### config.mk
export PLATFORM = sky130hd
export DESIGN_NAME = hamming_decode_arbiter_flat
export DESIGN_NICKNAME = d
export VERILOG_FILES = /design/src/rtl/hamming_decode_arbiter_if.sv /design/src/rtl/hamming_decode_arbiter.sv /design/src/flat_wrapper.sv
export SDC_FILE = /design/constraint.sdc
export NUM_CORES = 1
export LEC_CHECK = 0
export BUFFER_PORTS_ARGS = -buffer_cell sky130_fd_sc_hd__buf_2
export CAP_MARGIN = 15
export CORE_MARGIN = 2
export CORE_UTILIZATION = 50
export CTS_CLUSTER_SIZE = 25
export DETAILED_ROUTE_END_ITERATION = 8
export PLACE_DENSITY_LB_ADDON = 0.1
export SETUP_SLACK_MARGIN = 0.05
export SYNTH_ARGS = -nofsm -noshare
export SYNTH_HDL_FRONTEND = slang
export SYNTH_SLANG_ARGS = --single-unit
export TNS_END_PERCENT = 10
### constraint.sdc
create_clock -name clk -period 2.94 [get_ports clk]
set_input_delay 0.147 -clock clk [delete_from_list [all_inputs] [get_ports clk]]
set_output_delay 0.147 -clock clk [all_outputs]
set_load 0.03 [all_outputs]
### src/rtl/hamming_decode_arbiter_if.sv
// Request/response bus of the two-requester Hamming(7,4) decoder.
// The master side is the requester/downstream environment; the slave side is the decoder.
interface hamming_decode_arbiter_if;
  logic       en;
  logic [1:0] req_valid;
  logic [6:0] code0;
  logic [6:0] code1;
  logic [1:0] req_ready;
  logic       out_valid;
  logic       out_ready;
  logic [3:0] data_out;
  logic [2:0] syndrome;
  logic       error_corrected;
  logic       out_src;
  logic [7:0] err_count;
  logic       clr_count;

  modport slave (
    input  en, req_valid, code0, code1, out_ready, clr_count,
    output req_ready, out_valid, data_out, syndrome, error_corrected, out_src, err_count
  );

  modport master (
    output en, req_valid, code0, code1, out_ready, clr_count,
    input  req_ready, out_valid, data_out, syndrome, error_corrected, out_src, err_count
  );
endinterface

### src/rtl/hamming_decode_arbiter.sv
// Round-robin arbiter feeding one shared Hamming(7,4) single-error-correcting decode
// stage into a one-entry result register, with a saturating corrected-word counter.
module hamming_decode_arbiter (
  input  logic                            clk,
  input  logic                            rst_n,
  hamming_decode_arbiter_if.slave         bus
);
  localparam int unsigned CODE_W = 7;
  localparam int unsigned DATA_W = 4;
  localparam int unsigned SYN_W  = 3;
  localparam int unsigned CNT_W  = 8;

  typedef enum logic {EMPTY = 1'b0, FULL = 1'b1} state_t;

  state_t              state, state_nxt;
  logic                grant;
  logic                grant_idx;
  logic                prio;
  logic [1:0]          ready;
  logic [CODE_W-1:0]   code;
  logic [CODE_W-1:0]   fixed;
  logic [SYN_W-1:0]    syn;

  always_ff @(posedge clk or negedge rst_n) begin
    if (!rst_n) state <= EMPTY;
    else        state <= state_nxt;
  end

  // Grant selection and next state; ready never looks at the codewords.
  always_comb begin
    state_nxt = state;
    grant     = 1'b0;
    grant_idx = 1'b0;
    ready     = 2'b00;
    if (rst_n && bus.en && (state == EMPTY || bus.out_ready)) begin
      case (bus.req_valid)
        2'b01:   begin grant = 1'b1; grant_idx = 1'b0; end
        2'b10:   begin grant = 1'b1; grant_idx = 1'b1; end
        2'b11:   begin grant = 1'b1; grant_idx = prio; end
        default: begin grant = 1'b0; grant_idx = 1'b0; end
      endcase
    end
    if (grant)                               state_nxt = FULL;
    else if (state == FULL && bus.out_ready) state_nxt = EMPTY;
    if (grant) ready = 2'b01 << grant_idx;
  end

  // Shared decode of the granted codeword; position p lives at code[p-1].
  always_comb begin
    code   = grant_idx ? bus.code1 : bus.code0;
    syn[0] = code[0] ^ code[2] ^ code[4] ^ code[6];
    syn[1] = code[1] ^ code[2] ^ code[5] ^ code[6];
    syn[2] = code[3] ^ code[4] ^ code[5] ^ code[6];
    fixed  = code;
    if (syn != '0) fixed = code ^ (CODE_W'(1) << (syn - SYN_W'(1)));
  end

  always_ff @(posedge clk or negedge rst_n) begin
    if (!rst_n) begin
      bus.data_out        <= '0;
      bus.syndrome        <= '0;
      bus.error_corrected <= 1'b0;
      bus.out_src         <= 1'b0;
      bus.err_count       <= '0;
      prio                <= 1'b0;
    end else begin
      if (grant) begin
        bus.data_out        <= DATA_W'({fixed[6], fixed[5], fixed[4], fixed[2]});
        bus.syndrome        <= syn;
        bus.error_corrected <= |syn;
        bus.out_src         <= grant_idx;
        prio                <= ~grant_idx;
      end
      // Clear wins over a same-cycle increment.
      if (bus.clr_count)
        bus.err_count <= '0;
      else if (grant && (|syn) && bus.err_count != {CNT_W{1'b1}})
        bus.err_count <= bus.err_count + CNT_W'(1);
    end
  end

  assign bus.out_valid = (state == FULL);
  assign bus.req_ready = ready;
endmodule
### src/flat_wrapper.sv
// flat-port wrapper written by rule: the top's interface ports become plain ports
module hamming_decode_arbiter_flat 
  (clk, rst_n, bus_en, bus_req_valid, bus_code0, bus_code1, bus_out_ready, bus_clr_count, bus_req_ready, bus_out_valid, bus_data_out, bus_syndrome, bus_error_corrected, bus_out_src, bus_err_count);
  hamming_decode_arbiter_if bus_i ();
  input  logic clk;
  input  logic rst_n;
  input wire logic [$bits(bus_i.en)-1:0] bus_en;
  input wire logic [$bits(bus_i.req_valid)-1:0] bus_req_valid;
  input wire logic [$bits(bus_i.code0)-1:0] bus_code0;
  input wire logic [$bits(bus_i.code1)-1:0] bus_code1;
  input wire logic [$bits(bus_i.out_ready)-1:0] bus_out_ready;
  input wire logic [$bits(bus_i.clr_count)-1:0] bus_clr_count;
  output wire logic [$bits(bus_i.req_ready)-1:0] bus_req_ready;
  output wire logic [$bits(bus_i.out_valid)-1:0] bus_out_valid;
  output wire logic [$bits(bus_i.data_out)-1:0] bus_data_out;
  output wire logic [$bits(bus_i.syndrome)-1:0] bus_syndrome;
  output wire logic [$bits(bus_i.error_corrected)-1:0] bus_error_corrected;
  output wire logic [$bits(bus_i.out_src)-1:0] bus_out_src;
  output wire logic [$bits(bus_i.err_count)-1:0] bus_err_count;
  assign bus_i.en = bus_en;
  assign bus_i.req_valid = bus_req_valid;
  assign bus_i.code0 = bus_code0;
  assign bus_i.code1 = bus_code1;
  assign bus_i.out_ready = bus_out_ready;
  assign bus_i.clr_count = bus_clr_count;
  assign bus_req_ready = bus_i.req_ready;
  assign bus_out_valid = bus_i.out_valid;
  assign bus_data_out = bus_i.data_out;
  assign bus_syndrome = bus_i.syndrome;
  assign bus_error_corrected = bus_i.error_corrected;
  assign bus_out_src = bus_i.out_src;
  assign bus_err_count = bus_i.err_count;
  hamming_decode_arbiter u_core (.clk(clk), .rst_n(rst_n), .bus(bus_i));
endmodule
Yosys cells after proc, flatten, opt, wreduce, memory -nomap -nowiden
Cells that the tools add are included.
{"block": "totals", "word_cells": 49, "out_inout_bits": 20, "input_bits": 21, "reg_bits": 19}
{"block": "classes", "reduce_logical": 11, "bitwise_logic": 12, "muxes": 11, "shifts": 2, "add_sub_neg": 2, "eq_ne": 4}
{"op": "$mux 8", "n": 2}
{"op": "$mux 7", "n": 2}
{"op": "$xor 1x1->1", "n": 9}
{"op": "$add 8x1->8 const B", "n": 1}
{"op": "$ne 8x8->1 const B", "n": 1}
{"op": "$shl 1x3->7 const A", "n": 1}
{"op": "$xor 7x7->7", "n": 1}
{"op": "$reduce_or 3->1", "n": 2}
{"op": "$logic_and 1x1->1", "n": 5}
{"op": "$mux 1", "n": 5}
{"op": "$eq 2x2->1 const B", "n": 2}
{"op": "$reduce_bool 2->1", "n": 2}
{"op": "$reduce_bool 3->1", "n": 1}
{"op": "$sub 3x1->3 const B", "n": 1}
{"op": "$eq 2x1->1 const B", "n": 1}
{"op": "$mux 2", "n": 1}
{"op": "$not 1->1", "n": 2}
{"op": "$pmux 1 s2", "n": 1}
{"op": "$shl 1x1->2 const A", "n": 1}
{"op": "$logic_or 1x1->1", "n": 1}

Logic depth before layout (Yosys ltp)
Gate-level depths: netlist of run 1.
{"block": "logic_depth", "word_depth": 13, "ltp_mapped": 11, "depth_no_buf": 10}

Worst setup path before layout of run 1
No wires, ideal clock.
{"block": "synth_path", "path_type": "register -> register", "startpoint": "register u_core.state (netlist: u_core.bus.out_valid)", "endpoint": "register u_core.bus.err_count[5]", "path_stages_with_launch": 11, "period_less_slack_ps": 2918, "setup_time_ps": 78, "required_time_ps": 2862, "slack_ps": 22, "path_buffers": 1, "t_arrival_ps": 2840, "cell_sequence": "dfrtp_1 nand2b_1 nand4_2 inv_1 buf_4 o21ai_0 ha_1 nor4_4 nand3_1 or3_1 a21oi_1"}
{"block": "synth_via", "elab_chain_len": 12, "word_cells_on_any_way": 19, "classes_between": "mux: 3; bitwise: 10; reduce/logical: 6"}
{"element": "from (decl)", "line": "hamming_decode_arbiter.sv:15", "rtl": "state_t state, state_nxt;"}
{"element": "from (signal assigned)", "line": "hamming_decode_arbiter.sv:26", "rtl": "else state <= state_nxt;"}
{"element": "$not 1->1 (*)", "line": "hamming_decode_arbiter.sv:35", "rtl": "if (rst_n && bus.en && (state == EMPTY || bus.out_ready)) begin"}
{"element": "$logic_or 1x1->1 (*)", "line": "hamming_decode_arbiter.sv:35"}
{"element": "$logic_and 1x1->1 (*)", "line": "hamming_decode_arbiter.sv:35"}
{"element": "$mux 1", "line": "hamming_decode_arbiter.sv:35"}
{"element": "$mux 7", "line": "hamming_decode_arbiter.sv:50", "rtl": "code = grant_idx ? bus.code1 : bus.code0;"}
{"element": "$xor 1x1->1 (on tied branches) (3 in a row)", "line": "hamming_decode_arbiter.sv:51, hamming_decode_arbiter.sv:52, hamming_decode_arbiter.sv:53"}
{"element": "$reduce_or 3->1", "line": "hamming_decode_arbiter.sv:77", "rtl": "else if (grant && (|syn) && bus.err_count != {CNT_W{1'b1}})"}
{"element": "$logic_and 1x1->1 (*) (2 in a row)", "line": "hamming_decode_arbiter.sv:77"}
{"element": "$reduce_bool 2->1 (no line) (*)"}
{"element": "to (signal assigned)", "line": "hamming_decode_arbiter.sv:78", "rtl": "bus.err_count <= bus.err_count + CNT_W'(1);"}
{"element": "to (decl)", "line": "hamming_decode_arbiter_if.sv:20", "rtl": "output req_ready, out_valid, data_out, syndrome, error_corrected, out_src, err_count"}
Every way passes the cells marked *; elsewhere a longest branch is shown, timed or not.
A chain may end at the register's enable or synchronous reset.

Final worst setup path of run 1
{"block": "layout_path", "startpoint": "input port rst_n", "endpoint": "register u_core.bus.data_out[2]"}
{"block": "layout_via", "elab_chain_len": 11, "word_cells_on_any_way": 19, "classes_between": "add/sub: 1; shift: 1; mux: 4; bitwise: 10; reduce/logical: 3"}
{"element": "from (decl)", "line": "flat_wrapper.sv:6", "rtl": "input logic rst_n;"}
{"element": "$logic_and 1x1->1 (*) (2 in a row)", "line": "hamming_decode_arbiter.sv:35"}
{"element": "$mux 1", "line": "hamming_decode_arbiter.sv:35"}
{"element": "$mux 7", "line": "hamming_decode_arbiter.sv:50"}
{"element": "$xor 1x1->1 (on tied branches) (3 in a row)", "line": "hamming_decode_arbiter.sv:51, hamming_decode_arbiter.sv:52, hamming_decode_arbiter.sv:53"}
{"element": "$sub 3x1->3", "line": "hamming_decode_arbiter.sv:55", "rtl": "if (syn != '0) fixed = code ^ (CODE_W'(1) << (syn - SYN_W'(1)));"}
{"element": "$shl 1x3->7", "line": "hamming_decode_arbiter.sv:55"}
{"element": "$xor 7x7->7", "line": "hamming_decode_arbiter.sv:55"}
{"element": "$mux 7", "line": "hamming_decode_arbiter.sv:55"}
{"element": "to (signal assigned)", "line": "hamming_decode_arbiter.sv:68", "rtl": "bus.data_out <= DATA_W'({fixed[6], fixed[5], fixed[4], fixed[2]});"}
{"element": "to (decl)", "line": "hamming_decode_arbiter_if.sv:20"}
Marked as above.

==> results of run 1 <==
-- per-stage QoR --
stage	hold WS, ns	util
6_report	0.105	0.630
5_1_grt	0.0940	0.630
4_1_cts	0.0948	0.630
3_5_place_dp	0.148	0.616
3_3_place_gp	0.142	0.616
2_1_floorplan	-0.149	-
-- cell usage in the layout (no fill, tap or decap), types with 2 or more instances in the layout --
master,count
a21oi_1,5
buf_2,40
ha_1,2
nand3_1,18
and2_1,3
and3_1,2
and4_1,2
xnor2_1,12
a211oi_1,2
nand2b_1,3
xor2_1,15
nor4_1,2
xor2_2,2
dfrtp_1,19
a2111oi_2,2
buf_4,5
nor3_1,4
clkbuf_4,3
a21o_1,2
nand2_1,13
nand4_1,3
o21ai_0,4
mux2_2,3
nor2_1,11
or3_1,2
mux2i_1,2
-- final timing paths --
path	endpoint	slack, ns	depth (start not counted)
worst min register to register	u_core.bus.out_src	0.48	2
min in group asynchronous	u_core.bus.syndrome[1]	0.36	3
max in group asynchronous	u_core.bus.err_count[2]	2.38	3
worst max register to register	u_core.bus.data_out[2]	0.30	8
worst min-delay path	u_core.bus.err_count[5]	0.10	2
worst max-delay path	u_core.bus.data_out[2]	0.21	10
-- cell families (layout without fill, tap and decap cells) --
| family | after synthesis | count (layout) | share of synthesized area |
|---|---|---|---|
| flip-flops | 19 | 19 | 0.333 |
| XOR/XNOR | 29 | 29 | 0.189 |
| adder cells (fa/ha/maj) | 2 | 2 | 0.0175 |
| multiplexers | 5 | 5 | 0.0377 |
| buffers and inverters | 5 | 51 | 0.0158 |
| AO/OA/AOI/OAI | 25 | 25 | 0.147 |
| AND/OR/NAND/NOR | 68 | 68 | 0.260 |
-- per-layer routing --
layer	GRT usage	wire length (µm)
met5	0	0
met4	0.0532	30
met3	0.0476	222
met2	0.287	1340
met1	0.297	1510
-- power breakdown --
part | leakage (nW) | total, mW | switching (mW) | internal [mW]
clock network | 0.0177 | 0.128 | 0.0774 | 0.0506
registers | 0.246 | 0.318 | 0.0200 | 0.298
logic | 0.549 | 0.342 | 0.219 | 0.123
total | 0.813 | 0.788 | 0.316 | 0.472
-- critical path: stages --
cell and delay [ns]:
dlygate4sd3_1 0.52, buf_2 0.11, and2_1 0.13, nand4_2 0.12, inv_2 0.27, o21ai_0 0.20
ha_1 0.44, a2111oi_0 0.61, nor3_1 0.13, o31ai_2 0.23
-- state kept, by name, indices dropped and copies added (netlist names) --
signal                      flops
u_core.bus.out_src              1
u_core.bus.data_out             4
u_core.bus.syndrome             3
u_core.bus.error_corrected      1
u_core.bus.err_count            8
u_core.bus.out_valid            1
u_core.prio                     1
-- cell type report --
type                            count  area share
Inverter                            1     0.00218
Tap cell                           31      0.0225
Multi-Input combinational cell    129       0.539
Timing Repair Buffer               46       0.144
Clock buffer                        3      0.0131
Clock inverter                      1     0.00291
Sequential cell                    19       0.276
==> impl_metrics.py, run 1 <==
metrics = {
    "timing": {
        "relSlewSlack": 0.560,
        "slew_violations": 0,
        "finalCriticalPeriod_ns": 2.73,
        "fmax_mhz": 366,
        "hold_viol": 0,
        "max_slew.worst_pin.slew_ns": 0.643,
        "finalSetupViolations": 0,
        "tns_ns": 0,
        "min_period_over_period": 0.929,
        "rsz0062_at_grt": "false",
        "layout_setup_ws_ns": 0.210,
        "fin_skew_ns": 0.000723,
    },
    "synth": {
        "ys_types": 42,
        "netlist.area_leader.share": 0.333,
        "ys_seq_elements": 19,
        "synth_common_cells": "19 x dfrtp_1, 18 x nand3_1, 15 x xor2_1, 13 x nand2_1, 12 x xnor2_1",
        "ys_seq_area_frac": 0.333,
        "syn_area_per_cell_um2": 9.32,
        "ys_warn_count": 0,
        "synth_area_leaders": "dfrtp_1 33%, xor2_1 9.2%, xnor2_1 7.4%",
        "synthCells": 153,
        "synth_area_mm2": 0.00143,
        "postSynthNetCount": 176,
        "async_reset_ff_frac": 1.00,
        "synth_top_cell_by_area": "dfrtp_1",
        "synth.most_common_cell": "dfrtp_1",
        "synthFlopType": "dfrtp_1",
        "synth-edff-count": 0,
    },
    "clock_network": {
        "cts_buffers": 3,
        "cts_hold_buf": 1,
        "htree_levels": 1,
        "clockBufferDepth": 2,
        "cts_resized": 0,
        "cts_root_buffer": "clkbuf_4",
        "clk_transition_reported_paths_ns": 0.10,
        "post_cts_buffers": 0,
        "cts_tree": "built",
        "cts_sinks": 19,
        "clk_latency_ns": 0.29,
    },
    "die": {
        "dieArea_mm2": 0.00330,
        "die_w_um": 57.4,
        "die_h_um": 57.4,
        "core_mm2": 0.00273,
        "fp-row-count": 19,
        "io_pins": 41,
        "initial_core_util": 0.522,
    },
    "setup_path": {
        "critPathMaxFanout": 16,
        "path_class": "primary input to flip-flop",
        "critPathCaptureType": "flip-flop",
        "cp_data_required_time_ns": 3.15,
        "crit_path_start": "rst_n",
        "reg2reg_from": "u_core.bus.out_valid",
        "start_kind": "primary input",
        "crit_arrival_ns": 2.94,
    },
    "global_route": {
        "grt_max_degree": 21,
        "antenna_found_initial": 0,
        "overflow": 0,
        "track_usage": 0.199,
        "grt_pass1_wl_um": 5130,
        "grt_pass1_vias": 1130,
    },
    "cells_and_area": {
        "multi_input_area_um2": 928,
        "area_growth_pct": 20.7,
        "fillers": 248,
        "nNetsFinal": 223,
        "final_area_mm2": 0.00172,
        "final_cell_count_no_fill": 230,
        "antenna-diode-count": 0,
        "regArea_um2": 475,
        "drive_gt1_frac": 0.312,
    },
    "status": {
        "status": "finished, final reports clean",
    },
    "routing": {
        "vias": 1277,
        "drt_iter0_drc": 50,
        "vias_per_cell": 5.55,
        "route.detailed.drc": 0,
        "wl_per_cell_um": 13.5,
        "dr.pass1.iters": 4,
        "ant_nets": 0,
        "drt-total-wl_um": 3110,
    },
    "job": {
        "drv_cap": 0,
    },
    "placed_design": {
        "place_area_mm2": 0.00168,
        "dp.cells": 225,
        "dp_slack_ns": 0.336,
        "gp_congestion": 0.851,
        "io_buffers": 40,
        "dpl.hpwl_um": 2580,
    },
    "pwr": {
        "ir_worst_vdd_mv": 0.355,
        "power_leakage_nw": 0.813,
        "power_mw": 0.788,
        "power_density_mw_per_mm2": 458,
    },
    "hold_path": {
        "hold_start": "bus_clr_count",
        "hold_path_class": "primary input to flip-flop",
    },
}
Note: power is estimated with default switching activity, not from simulation.
==> inputs of run 2 (changes only) <==
CTS_BUF_LIST = sky130_fd_sc_hd__clkbuf_8   (was not set)
==> impl_metrics.py, run 2 (synthesized netlist as in run 1, its figures left out) <==
metrics = {
    "cells_and_area": {
        "final_cell_count_no_fill": 230,
        "final_area_mm2": 0.00174,
        "post-route-util": 0.637,
        "antenna-diode-count": 0,
        "final_cell_mix": "40 x buf_2, 19 x dfrtp_1, 18 x nand3_1, 15 x xor2_1, 13 x nand2_1",
        "fillers": 248,
        "top_regs": "u_core.bus.err_count x8, u_core.bus.data_out x4, u_core.bus.syndrome x3",
        "largest-register": "u_core.bus.err_count",
        "layout_commonest_cell": "buf_2",
        "area_growth_pct": 22.1,
        "largest_register_ffs": 8,
        "nNetsFinal": 223,
        "drive_gt1_frac": 0.312,
    },
    "routing": {
        "drt_iter0_drc": 42,
        "dr.pass1.iters": 4,
        "vias": 1285,
        "ant_nets": 0,
        "drt-total-wl_um": 3120,
        "wl_per_cell_um": 13.6,
        "vias_per_cell": 5.59,
        "route.detailed.drc": 0,
    },
    "placed_design": {
        "dpl.hpwl_um": 2580,
        "place_area_mm2": 0.00168,
        "gp_congestion": 0.851,
        "dp.cells": 225,
        "io_buffers": 40,
    },
    "setup_path": {
        "critPathMaxFanout": 16,
        "start_kind": "primary input",
        "crit_arrival_ns": 2.83,
        "reg2reg_from": "u_core.bus.out_valid",
        "reg2reg_to": "u_core.bus.data_out[1]",
        "reg2reg_slack_ns": 0.39,
        "path_class": "primary input to flip-flop",
        "ff2ff_path_depth": 8,
        "critPathCaptureType": "flip-flop",
        "cp_data_required_time_ns": 3.07,
        "crit_path_start": "rst_n",
    },
    "global_route": {
        "track_usage": 0.197,
        "grt_pass1_wl_um": 5130,
        "overflow": 0,
        "grt_pass1_vias": 1130,
        "grt_max_degree": 21,
        "antenna_found_initial": 0,
    },
    "timing": {
        "finalSetupViolations": 0,
        "max_slew.worst_pin.slew_ns": 0.568,
        "rsz0062_at_grt": "false",
        "fin_skew_ns": 0.00102,
        "slew_violations": 0,
        "tns_ns": 0,
        "relSlewSlack": 0.618,
        "fmax_mhz": 372,
        "min_period_over_period": 0.916,
        "hold_viol": 0,
        "finalCriticalPeriod_ns": 2.69,
    },
    "clock_network": {
        "clk_latency_ns": 0.25,
        "clk_transition_reported_paths_ns": 0.07,
        "cts_root_buffer": "clkbuf_8",
        "post_cts_buffers": 0,
        "htree_levels": 1,
        "clockBufferDepth": 2,
        "cts_tree": "built",
        "cts_buffers": 3,
        "cts_sinks": 19,
    },
    "pwr": {
        "p_sw_frac": 0.386,
        "p_int_mw": 0.516,
        "power_mw": 0.840,
        "pwr-share-clk": 0.213,
        "comb_power_share": 0.408,
        "p_switching_mw": 0.324,
        "ir_worst_vdd_mv": 0.355,
        "seq_power_share": 0.379,
        "power_leakage_nw": 0.820,
        "power_density_mw_per_mm2": 482,
    },
    "die": {
        "fp-row-count": 19,
        "io_pins": 41,
        "die_h_um": 57.4,
        "initial_core_util": 0.522,
        "core_mm2": 0.00273,
        "dieArea_mm2": 0.00330,
        "die_w_um": 57.4,
    },
    "hold_path": {
        "hold_path_class": "primary input to flip-flop",
        "hold_start": "bus_clr_count",
        "min_to": "u_core.bus.err_count[5]",
        "hold_depth": 2,
    },
    "job": {
        "drv_cap": 0,
    },
    "status": {
        "status": "finished, final reports clean",
    },
}
run 2: area by class of cell:
cell class                      instances  area [µm²]  share of cell area
Multi-Input combinational cell        129         930               0.534
Inverter                                1        3.75             0.00216
Clock buffer                            3        41.3              0.0237
Tap cell                               31        38.8              0.0223
Sequential cell                        19         475               0.273
Clock inverter                          1        5.00             0.00287
Timing Repair Buffer                   46         248               0.142
run 2: metal layers:
| layer | up-vias | track usage | routed length [µm] |
|---|---|---|---|
| li1 | 646 | - | - |
| met1 | 590 | 0.297 | 1570 |
| met2 | 47 | 0.287 | 1350 |
| met3 | 2 | 0.0476 | 181 |
| met4 | 0 | 0.0432 | 16 |
| met5 | - | 0 | 0 |
run 2: repair_timing:
item,in CTS,in global routing
hold endpoints to repair,19,0
setup endpoints to repair,0,1
resized for setup,0,1
hold buffers,1,0
run 2: power by group through the flow:
stage	Sequential, mW	Combinational, mW	Clock, mW
finish	0.319	0.343	0.179
global route	0.324	0.373	0.196
CTS	0.319	0.344	0.183
detailed placement	0.323	0.343	0
global placement	0.322	0.339	0
floorplan	0.392	0.169	0
run 2: worst max-delay path, cell delays in order:
cell and delay [ns]:
dlygate4sd3_1 0.52, buf_2 0.11, and2_1 0.13, nand4_2 0.12, inv_2 0.28, o21ai_0 0.20
ha_1 0.44, a2111oi_2 0.42, nor4_1 0.09, or3b_1 0.35
run 2: worst max-delay path by stage:
stage | slack, ns | end | cells past startpoint
2_1_floorplan | 0.12 | u_core.bus.err_count[5] | 10
3_3_place_gp | 0.51 | u_core.bus.data_out[1] | 8
3_5_place_dp | 0.34 | u_core.bus.data_out[2] | 8
4_1_cts | 0.17 | u_core.bus.data_out[2] | 10
5_1_grt | 0.11 | u_core.bus.data_out[0] | 11
6_report | 0.25 | u_core.bus.data_out[1] | 10
run 2: through the flow:
step / hold slack, ns / worst slack, ns
4_1_cts: 0.147 / 0.171
3_3_place_gp: 0.142 / 0.509
5_1_grt: 0.159 / 0.109
3_5_place_dp: 0.148 / 0.336
2_1_floorplan: -0.149 / 0.117
6_report: 0.149 / 0.248
==> inputs of run 3 (changes only) <==
ABC_AREA = 1   (was not set)
ABC_CLOCK_PERIOD_IN_PS = 2940   (was not set)
CAP_MARGIN = 20   (was 15)
==> impl_metrics.py, run 3 <==
metrics = {
    "status": {
        "status": "finished, final reports clean",
    },
    "setup_path": {
        "crit_arrival_ns": 2.94,
        "critPathMaxFanout": 6,
        "reg2reg_from": "u_core.bus.out_valid",
        "path_class": "primary input to flip-flop",
        "cp_data_required_time_ns": 3.10,
        "crit_path_start": "rst_n",
        "start_kind": "primary input",
        "reg2reg_slack_ns": 0.29,
        "critPathCaptureType": "flip-flop",
    },
    "cells_and_area": {
        "top_regs": "u_core.bus.err_count x8, u_core.bus.data_out x4, u_core.bus.syndrome x3",
        "antenna-diode-count": 0,
        "area_growth_pct": 33.2,
        "layout_commonest_cell": "nand2_1",
        "largest_register_ffs": 8,
        "final_area_mm2": 0.00177,
        "final_cell_mix": "67 x nand2_1, 40 x buf_2, 21 x inv_1, 19 x dfrtp_1, 15 x nand3_1",
        "regArea_um2": 475,
        "drive_gt1_frac": 0.332,
        "largest-register": "u_core.bus.err_count",
        "nNetsFinal": 274,
        "fillers": 209,
        "multi_input_area_um2": 818,
    },
    "clock_network": {
        "clk_latency_ns": 0.25,
        "clk_transition_reported_paths_ns": 0.07,
        "cts_buffers": 3,
        "cts_root_buffer": "clkbuf_8",
        "cts_sinks": 19,
        "htree_levels": 1,
        "clockBufferDepth": 2,
        "cts_tree": "built",
    },
    "placed_design": {
        "io_buffers": 40,
        "dp_slack_ns": 0.218,
        "dpl.hpwl_um": 2410,
        "gp_congestion": 0.891,
        "place_area_mm2": 0.00156,
    },
    "synth": {
        "synth_area_leaders": "dfrtp_1 36%, nand2_1 21%, nand3_1 6.8%",
        "ys_seq_area_frac": 0.358,
        "synth_area_mm2": 0.00133,
        "netlist.area_leader.share": 0.358,
        "syn_area_per_cell_um2": 6.71,
        "ys_warn_count": 0,
        "synth-edff-count": 0,
        "ys_types": 28,
        "synth_common_cells": "74 x nand2_1, 21 x inv_1, 19 x dfrtp_1, 18 x nand3_1, 17 x nor2_1",
        "postSynthNetCount": 221,
        "async_reset_ff_frac": 1.00,
        "synth.most_common_cell": "nand2_1",
        "synth_top_cell_by_area": "dfrtp_1",
        "ys_seq_elements": 19,
        "synthCells": 198,
        "synthFlopType": "dfrtp_1",
    },
    "die": {
        "die_h_um": 55.6,
        "io_pins": 41,
        "fp-row-count": 18,
        "core_mm2": 0.00250,
        "die_w_um": 55.6,
        "initial_core_util": 0.532,
        "dieArea_mm2": 0.00309,
    },
    "routing": {
        "route.detailed.drc": 0,
        "vias": 1462,
        "ant_nets": 0,
        "dr.pass1.iters": 5,
        "vias_per_cell": 5.22,
        "wl_per_cell_um": 11.4,
        "drt-total-wl_um": 3200,
        "drt_iter0_drc": 27,
    },
    "pwr": {
        "power_mw": 0.856,
        "p_sw_frac": 0.390,
        "ir_worst_vdd_mv": 0.604,
        "comb_power_share": 0.432,
        "pwr-share-clk": 0.198,
        "power_density_mw_per_mm2": 484,
        "power_leakage_nw": 0.998,
        "p_int_mw": 0.522,
        "seq_power_share": 0.371,
        "p_switching_mw": 0.334,
    },
    "timing": {
        "min_period_over_period": 0.945,
        "hold_slack_ns": 0.167,
        "relSlewSlack": 0.594,
        "finalSetupViolations": 0,
        "fmax_mhz": 360,
        "layout_setup_ws_ns": 0.161,
        "fin_skew_ns": 0.00216,
        "max_slew.worst_pin.slew_ns": 0.609,
        "slew_violations": 0,
        "hold_viol": 0,
        "finalCriticalPeriod_ns": 2.78,
    },
    "global_route": {
        "antenna_found_initial": 0,
        "overflow": 0,
        "track_usage": 0.199,
        "grt_pass1_vias": 1275,
        "grt_max_degree": 20,
        "grt_pass1_wl_um": 5150,
    },
    "hold_path": {
        "hold_path_class": "primary input to flip-flop",
        "hold_start": "bus_clr_count",
    },
    "job": {
        "drv_cap": 0,
    },
}
==> run 3: final cells by class <==
cell class                 count  share of cell area
clock buffer                   3              0.0233
clock inverter                 1             0.00212
inverter                      24              0.0509
multi-input combinational    151               0.462
sequential                    19               0.269
tap                           30              0.0212
timing repair buffer          52               0.172
==> run 3: timing repair <==
| action | 4_1_cts | 5_1_grt |
|---|---|---|
| resized for setup | 0 | 26 |
| hold endpoints to repair | 19 | 0 |
| hold buffers | 1 | 0 |
| setup buffers | 0 | 8 |
| setup endpoints to repair | 0 | 9 |
==> run 3: path summary, 6_finish.rpt <==
kind	end	depth (start not counted)
worst min-delay path	u_core.bus.err_count[7]	2
worst max register to register	u_core.bus.err_count[5]	19
worst min register to register	u_core.bus.data_out[0]	2
worst max-delay path	u_core.bus.err_count[5]	22
max in group asynchronous	u_core.bus.err_count[4]	3
min in group asynchronous	u_core.bus.syndrome[2]	3
==> run 3: worst max-delay path, cell delays in order <==
cell and delay [ns]:
dlygate4sd3_1 0.52, buf_2 0.12, nand2_2 0.06, a21oi_4 0.22, buf_6 0.14, nand2_2 0.07, nand2_1 0.10, nand2_2 0.08
nand2_1 0.08, nand2_2 0.09, nand2_2 0.10, inv_1 0.06, nor2_2 0.13, nor2_1 0.06, ha_2 0.20, inv_2 0.07
nand3_4 0.09, nor2_4 0.15, nand3_4 0.10, nor2_2 0.11, a21oi_1 0.07, nor3_1 0.18
==> run 3: cells by family (layout without fill, tap and decap cells) <==
group | count (synthesis) | after routing | synth area share
AND/OR/NAND/NOR | 130 | 131 | 0.429
buffers and inverters | 29 | 80 | 0.0932
flip-flops | 19 | 19 | 0.358
AO/OA/AOI/OAI | 16 | 16 | 0.0876
adder cells (fa/ha/maj) | 2 | 2 | 0.0188
XOR/XNOR | 2 | 2 | 0.0132
==> run 3: stage by stage <==
stage | cells | setup TNS (ns) | util
4_1_cts | 271 | 0 | 0.644
3_5_place_dp | 266 | 0 | 0.622
6_report | 280 | 0 | 0.708
5_1_grt | 280 | -0.0503 | 0.708
2_1_floorplan | 198 | 0 | -
3_3_place_gp | 266 | 0 | 0.622
==> run 3: power by group through the flow <==
stage                     Sequential (mW)  Clock, mW  Combinational, mW
after floorplan                     0.389          0              0.155
after global placement              0.320          0              0.304
after detailed placement            0.322          0              0.311
after CTS                           0.318      0.171              0.313
after global routing                0.322      0.183              0.405
final                               0.318      0.169              0.370
==> run 3: layer usage <==
layer | vias to the layer above | GRT usage | routed length (µm)
met4 | 0 | 0.0314 | 10
met1 | 675 | 0.260 | 1430
li1 | 736 | - | -
met5 | - | 0 | 0
met2 | 49 | 0.340 | 1590
met3 | 2 | 0.0445 | 176
